--- src/rtl/inst_issue_queue.sv ---
// inst_issue_queue: dual-push/dual-pop circular queue feeding master/slave decode slots
module inst_issue_queue #(
  parameter int DEPTH = 16,
  parameter int EXCEPT_W = 8,
  localparam int AW = $clog2(DEPTH)
) (
  input  logic                clk,
  input  logic                rst,
  input  logic                flush,
  input  logic                push_en1,
  input  logic [31:0]         push_inst1,
  input  logic [31:0]         push_pc1,
  input  logic [EXCEPT_W-1:0] push_exc1,
  input  logic                push_en2,
  input  logic [31:0]         push_inst2,
  input  logic [31:0]         push_pc2,
  input  logic [EXCEPT_W-1:0] push_exc2,
  input  logic                pop_master,
  input  logic                pop_slave,
  output logic                master_valid,
  output logic [31:0]         master_inst,
  output logic [31:0]         master_pc,
  output logic [EXCEPT_W-1:0] master_exc,
  output logic                slave_valid,
  output logic [31:0]         slave_inst,
  output logic [31:0]         slave_pc,
  output logic [EXCEPT_W-1:0] slave_exc,
  output logic [AW:0]         count,
  output logic                full,
  output logic                empty
);
  localparam int EW = 64 + EXCEPT_W;
  logic [EW-1:0] mem [DEPTH];
  logic [AW-1:0] head_q, head_d, tail_q, tail_d, slave_idx, wr2_idx;
  logic [AW:0] count_q, count_d, npop_req, npop, npush, free;
  logic acc1, acc2;
  logic [EW-1:0] m_ent, s_ent;
  always_comb begin
    npop_req = (AW+1)'(pop_master) + (AW+1)'(pop_master & pop_slave);
    npop = npop_req > count_q ? count_q : npop_req;
    // slots released by this cycle's pop are reusable in the same cycle
    free = (AW+1)'(DEPTH) - count_q + npop;
    acc1 = push_en1 && free >= (AW+1)'(1);
    acc2 = push_en2 && free >= (acc1 ? (AW+1)'(2) : (AW+1)'(1));
    npush = (AW+1)'(acc1) + (AW+1)'(acc2);
    wr2_idx = acc1 ? tail_q + AW'(1) : tail_q;
    head_d = flush ? '0 : head_q + npop[AW-1:0];
    tail_d = flush ? '0 : tail_q + npush[AW-1:0];
    count_d = flush ? '0 : count_q + npush - npop;
    slave_idx = head_q + AW'(1);
    m_ent = count_q != '0 ? mem[head_q] : '0;
    s_ent = count_q >= (AW+1)'(2) ? mem[slave_idx] : '0;
  end
  always_ff @(posedge clk or posedge rst) begin
    if (rst) begin
      head_q <= '0;
      tail_q <= '0;
      count_q <= '0;
    end else begin
      head_q <= head_d;
      tail_q <= tail_d;
      count_q <= count_d;
    end
  end
  always_ff @(posedge clk) begin
    if (acc1) mem[tail_q] <= {push_exc1, push_pc1, push_inst1};
    if (acc2) mem[wr2_idx] <= {push_exc2, push_pc2, push_inst2};
  end
  assign master_valid = count_q != '0;
  assign slave_valid = count_q >= (AW+1)'(2);
  assign {master_exc, master_pc, master_inst} = m_ent;
  assign {slave_exc, slave_pc, slave_inst} = s_ent;
  assign count = count_q;
  assign full = count_q > (AW+1)'(DEPTH - 2);
  assign empty = count_q == '0;
endmodule

--- config.mk ---
export PLATFORM = sky130hd
export DESIGN_NAME = inst_issue_queue
export DESIGN_NICKNAME = d
export VERILOG_FILES = /design/src/rtl/inst_issue_queue.sv
export SDC_FILE = /design/constraint.sdc
export NUM_CORES = 2
export LEC_CHECK = 0
export BUFFER_PORTS_ARGS = -buffer_cell sky130_fd_sc_hd__buf_2
export CORE_MARGIN = 1
export CORE_UTILIZATION = 45
export CTS_BUF_LIST = sky130_fd_sc_hd__clkbuf_4
export DETAILED_ROUTE_END_ITERATION = 8
export GPL_TIMING_DRIVEN = 0
export HOLD_SLACK_MARGIN = 0.1
export SYNTH_ARGS = -nofsm -noshare
export SYNTH_HDL_FRONTEND = slang
export SYNTH_SLANG_ARGS = --single-unit
--- constraint.sdc ---
create_clock -name clk -period 10.5 [get_ports clk]
set_input_delay 1.05 -clock clk [delete_from_list [all_inputs] [get_ports clk]]
set_output_delay 1.05 -clock clk [all_outputs]
set_load 0.01 [all_outputs]
==> key figures <==
Run status
  • Outcome: complete, but fails checks
  • Violated checks: capacitance limit, slew limit

Placed design
  • HPWL reported at the end of detailed placement: 170,000 um
  • Setup slack at placement: ~1500 ps
  • Final weighted congestion of routability-driven global placement: approximately 0.85
  • Count of port buffers added during placement: ~300

Routing
  • Antenna-violating nets left: 0
  • Detailed Routing Iterations Pass 1: 6
  • Via density: approximately 6.5
  • Remaining design rule violation count: 0
  • Vias post-DR: 46,256
  • Overall routed net length: between 200,000 and 300,000 um
  • Avg WL per Cell: 35.2 um
  • DRC violation total after the first TritonRoute iteration: between 5,000 and 6,000

Yosys
  • Share of Yosys cell area claimed by the top area cell type: about half
  • Seq/Total Area, Yosys: around half
  • Mean post-synth cell area: 17.2 sq um
  • Leading post-synthesis cells by instance count: 1,155 x mux2_2, 1,152 x edfxtp_1, 648 x mux4_2
  • Number of flops mapped to enable cells by yosys: between 1,000 and 1,500
  • Count of yosys warnings during synthesis: 0
  • Most area-consuming cells after synthesis: edfxtp_1 51%, mux4_2 21%, mux2_2 19%, a211oi_1 1.6%, clkbuf_1 1.6%
  • Most frequently used cell type in the post-synthesis netlist: mux2_2
  • Main synth FF type: edfxtp_1
  • FFs w/ async S/R, synth: 1.12%
  • Number of different library cells in the post-synthesis netlist: 44
  • Number of instances in the synthesized netlist: 3,981
  • Cell area after synthesis: around 70,000 sq um
  • #FFs+latches synth: 1,165
  • Cell type with the highest aggregate area in the netlist: edfxtp_1

STA
  • Setup Skew: roughly 89 ps
  • Hold slack: between 150 and 200 ps
  • Relative max-transition margin: -2.34%
  • Upper clock frequency limit: about 0.12 GHz
  • Final setup margin: ~1800 ps
  • Post-layout min period: a little under 9000 ps
  • Setup repair after global routing missed its margin: no
  • Worst slew pin tran: ~1500 ps
  • Setup violators final: 0
  • Number of hold violations in the final report: 0
  • Crit share post-route: 82.5%
  • Final count of pins violating max slew: 11

Pwr
  • Reported leakage power: between 20 and 30 nW
  • PwrDens: ~260 nW/um^2
  • Worst supply voltage drop on vdd: 0.148 mV

Global route
  • Antenna violations before repair: 26
  • Global-route wire length before repair: roughly 350,000 um
  • Pin count of the biggest net entering global routing: 23
  • Vias in the first global route: 46,965
  • GRT Resource Usage Total: between 30% and 40%
  • Remaining global-route overflow: 0

Clock tree
  • Clock root buffer master: clkbuf_4
  • Clock tree from TritonCTS: done
  • Buffer depth of the longest clock path: 4
  • Clock insertion delay at the later pin of the skew report: 1380 ps
  • Clock buffer count from CTS: 355
  • Clock Sink Count: around 1,200
  • Clk slew on worst S/H paths: approximately 60 ps
  • Number of cells upsized or downsized after cts: 0
  • H-tree levels: 5

Floorplan
  • Initial standard-cell utilization of the core: a little under half
  • Die Y: ~400 um
  • Die Span X: 392 um
  • Die Area: 154,000 sq um
  • Number of ports placed on the die boundary: around 300
  • Floorplan core area: between 150,000 and 200,000 sq um
  • Count of standard-cell rows: ~140

Hold path
  • Min-delay worst type: primary input to flip-flop

Final layout
  • Net count, final: roughly 5,000
  • Share of layout cells above drive strength 1: 56.4%
  • P&R area growth vs syn: 17.0%

Worst setup path
  • Worst-path fanout max: 10
  • Arrival @ worst endpoint: roughly 7600 ps
  • Endpoint kind of the worst setup timing path: output port
  • Required time of the critical path: 9450 ps
  • Category of the most critical setup path: flip-flop to output port
  • Startpoint type of the worst setup path: flip-flop

Flow run
  • Maximum Capacitance Violations: 1
[sequential cells by signal, summed over array words and instances, names as in the netlist]
| register | flops |
|---|---|
| head_q | 4 |
| count | 5 |
| tail_q | 4 |
| mem | 1152 |
[power by group]
part,leakage [nW],internal (W),total (W),switching [W]
logic,13.6,0.00448,0.0106,0.00608
registers,10.6,0.00591,0.00616,0.000252
clock network,2.50,0.00225,0.00434,0.00209
[per-layer routing]
layer / wire [um] / global-route usage [%]
met2: 119000 / 52.2
met3: 24500 / 7.36
met1: 97100 / 43.0
met5: 148 / 0
met4: 10200 / 13.1
[final timing paths]
check	startpoint	endpoint	slack, ps	cells after the start
worst max register to register	count[1]	mem[3][27]	1990	24
worst min register to register	head_q[0]	head_q[0]	700	2
max in group asynchronous	rst	count[0]	9690	3
worst min-delay path	push_inst2[8]	mem[1][8]	180	2
min in group asynchronous	rst	head_q[0]	330	3
worst max-delay path	head_q[1]	slave_pc[5]	1840	9
[metrics by stage]
step                      power [W]  setup TNS, ps  area [sq um]  instances  utilization, %
after global placement       0.0166       -8262780         72500       6301            48.2
final                        0.0211              0         80100       7124            53.3
after CTS                    0.0210              0         80000       7110            53.2
after global routing         0.0217              0         80100       7122            53.3
after detailed placement     0.0166              0         74400       6381            49.5
after floorplan              0.0124         -65290         68400       3982               -
[final cells by class]
class / count / area (sq um)
well taps: 2016 / 2520
fillers: 12704 / 70200
clock inverters: 68 / 313
diodes: 13 / 32.5
repair buffers: 535 / 4730
clock buffers: 510 / 3830
multi-input cells: 2326 / 31700
inverters: 25 / 93.8
plain buffers: 466 / 1930
flip-flops and latches: 1165 / 34900
[critical path, cell delays in order, from the launching register on]
cell and delay, ps:
dfrtp_1 440, ha_1 300, clkbuf_1 790, clkbuf_1 880
clkbuf_1 1190, clkbuf_1 860, mux4_2 370, mux2i_1 90
a211oi_1 1030, buf_2 290
[placed cells by master (no fill, tap or decap), types with 19 or more instances in the layout]
cell           netlist  final
mux2_2            1155   1155
edfxtp_1          1152   1152
mux4_2             648    648
clkbuf_4             0    510
buf_2              136    440
clkbuf_1           290    287
dlygate4sd3_1        0    151
a211oi_1           146    144
nor2b_1             81     81
and2_1              81     81
mux2i_1             72     72
clkinv_1             0     57
buf_12               0     42
buf_1               40     37
inv_1               25     25
ha_1                25     25
buf_16               0     22
nand2_1             19     19
[cell families after synthesis]
logic type | Yosys count | share of synthesized area [%]
flops | 1165 | 51.0
other cells | 1 | 0.00548
buf+inv | 491 | 2.94
compound gates | 192 | 2.05
simple gates | 216 | 1.85
xor+xnor | 11 | 0.141
mux | 1875 | 41.4
fa+ha+maj | 30 | 0.603
[what timing repair did]
| action | in CTS | in global routing |
|---|---|---|
| endpoints found under the hold margin | 613 | 0 |
| hold buffers | 151 | 0 |
| setup buffers | 0 | 0 |
No activity file was read; power rests on OpenSTA's default activity.
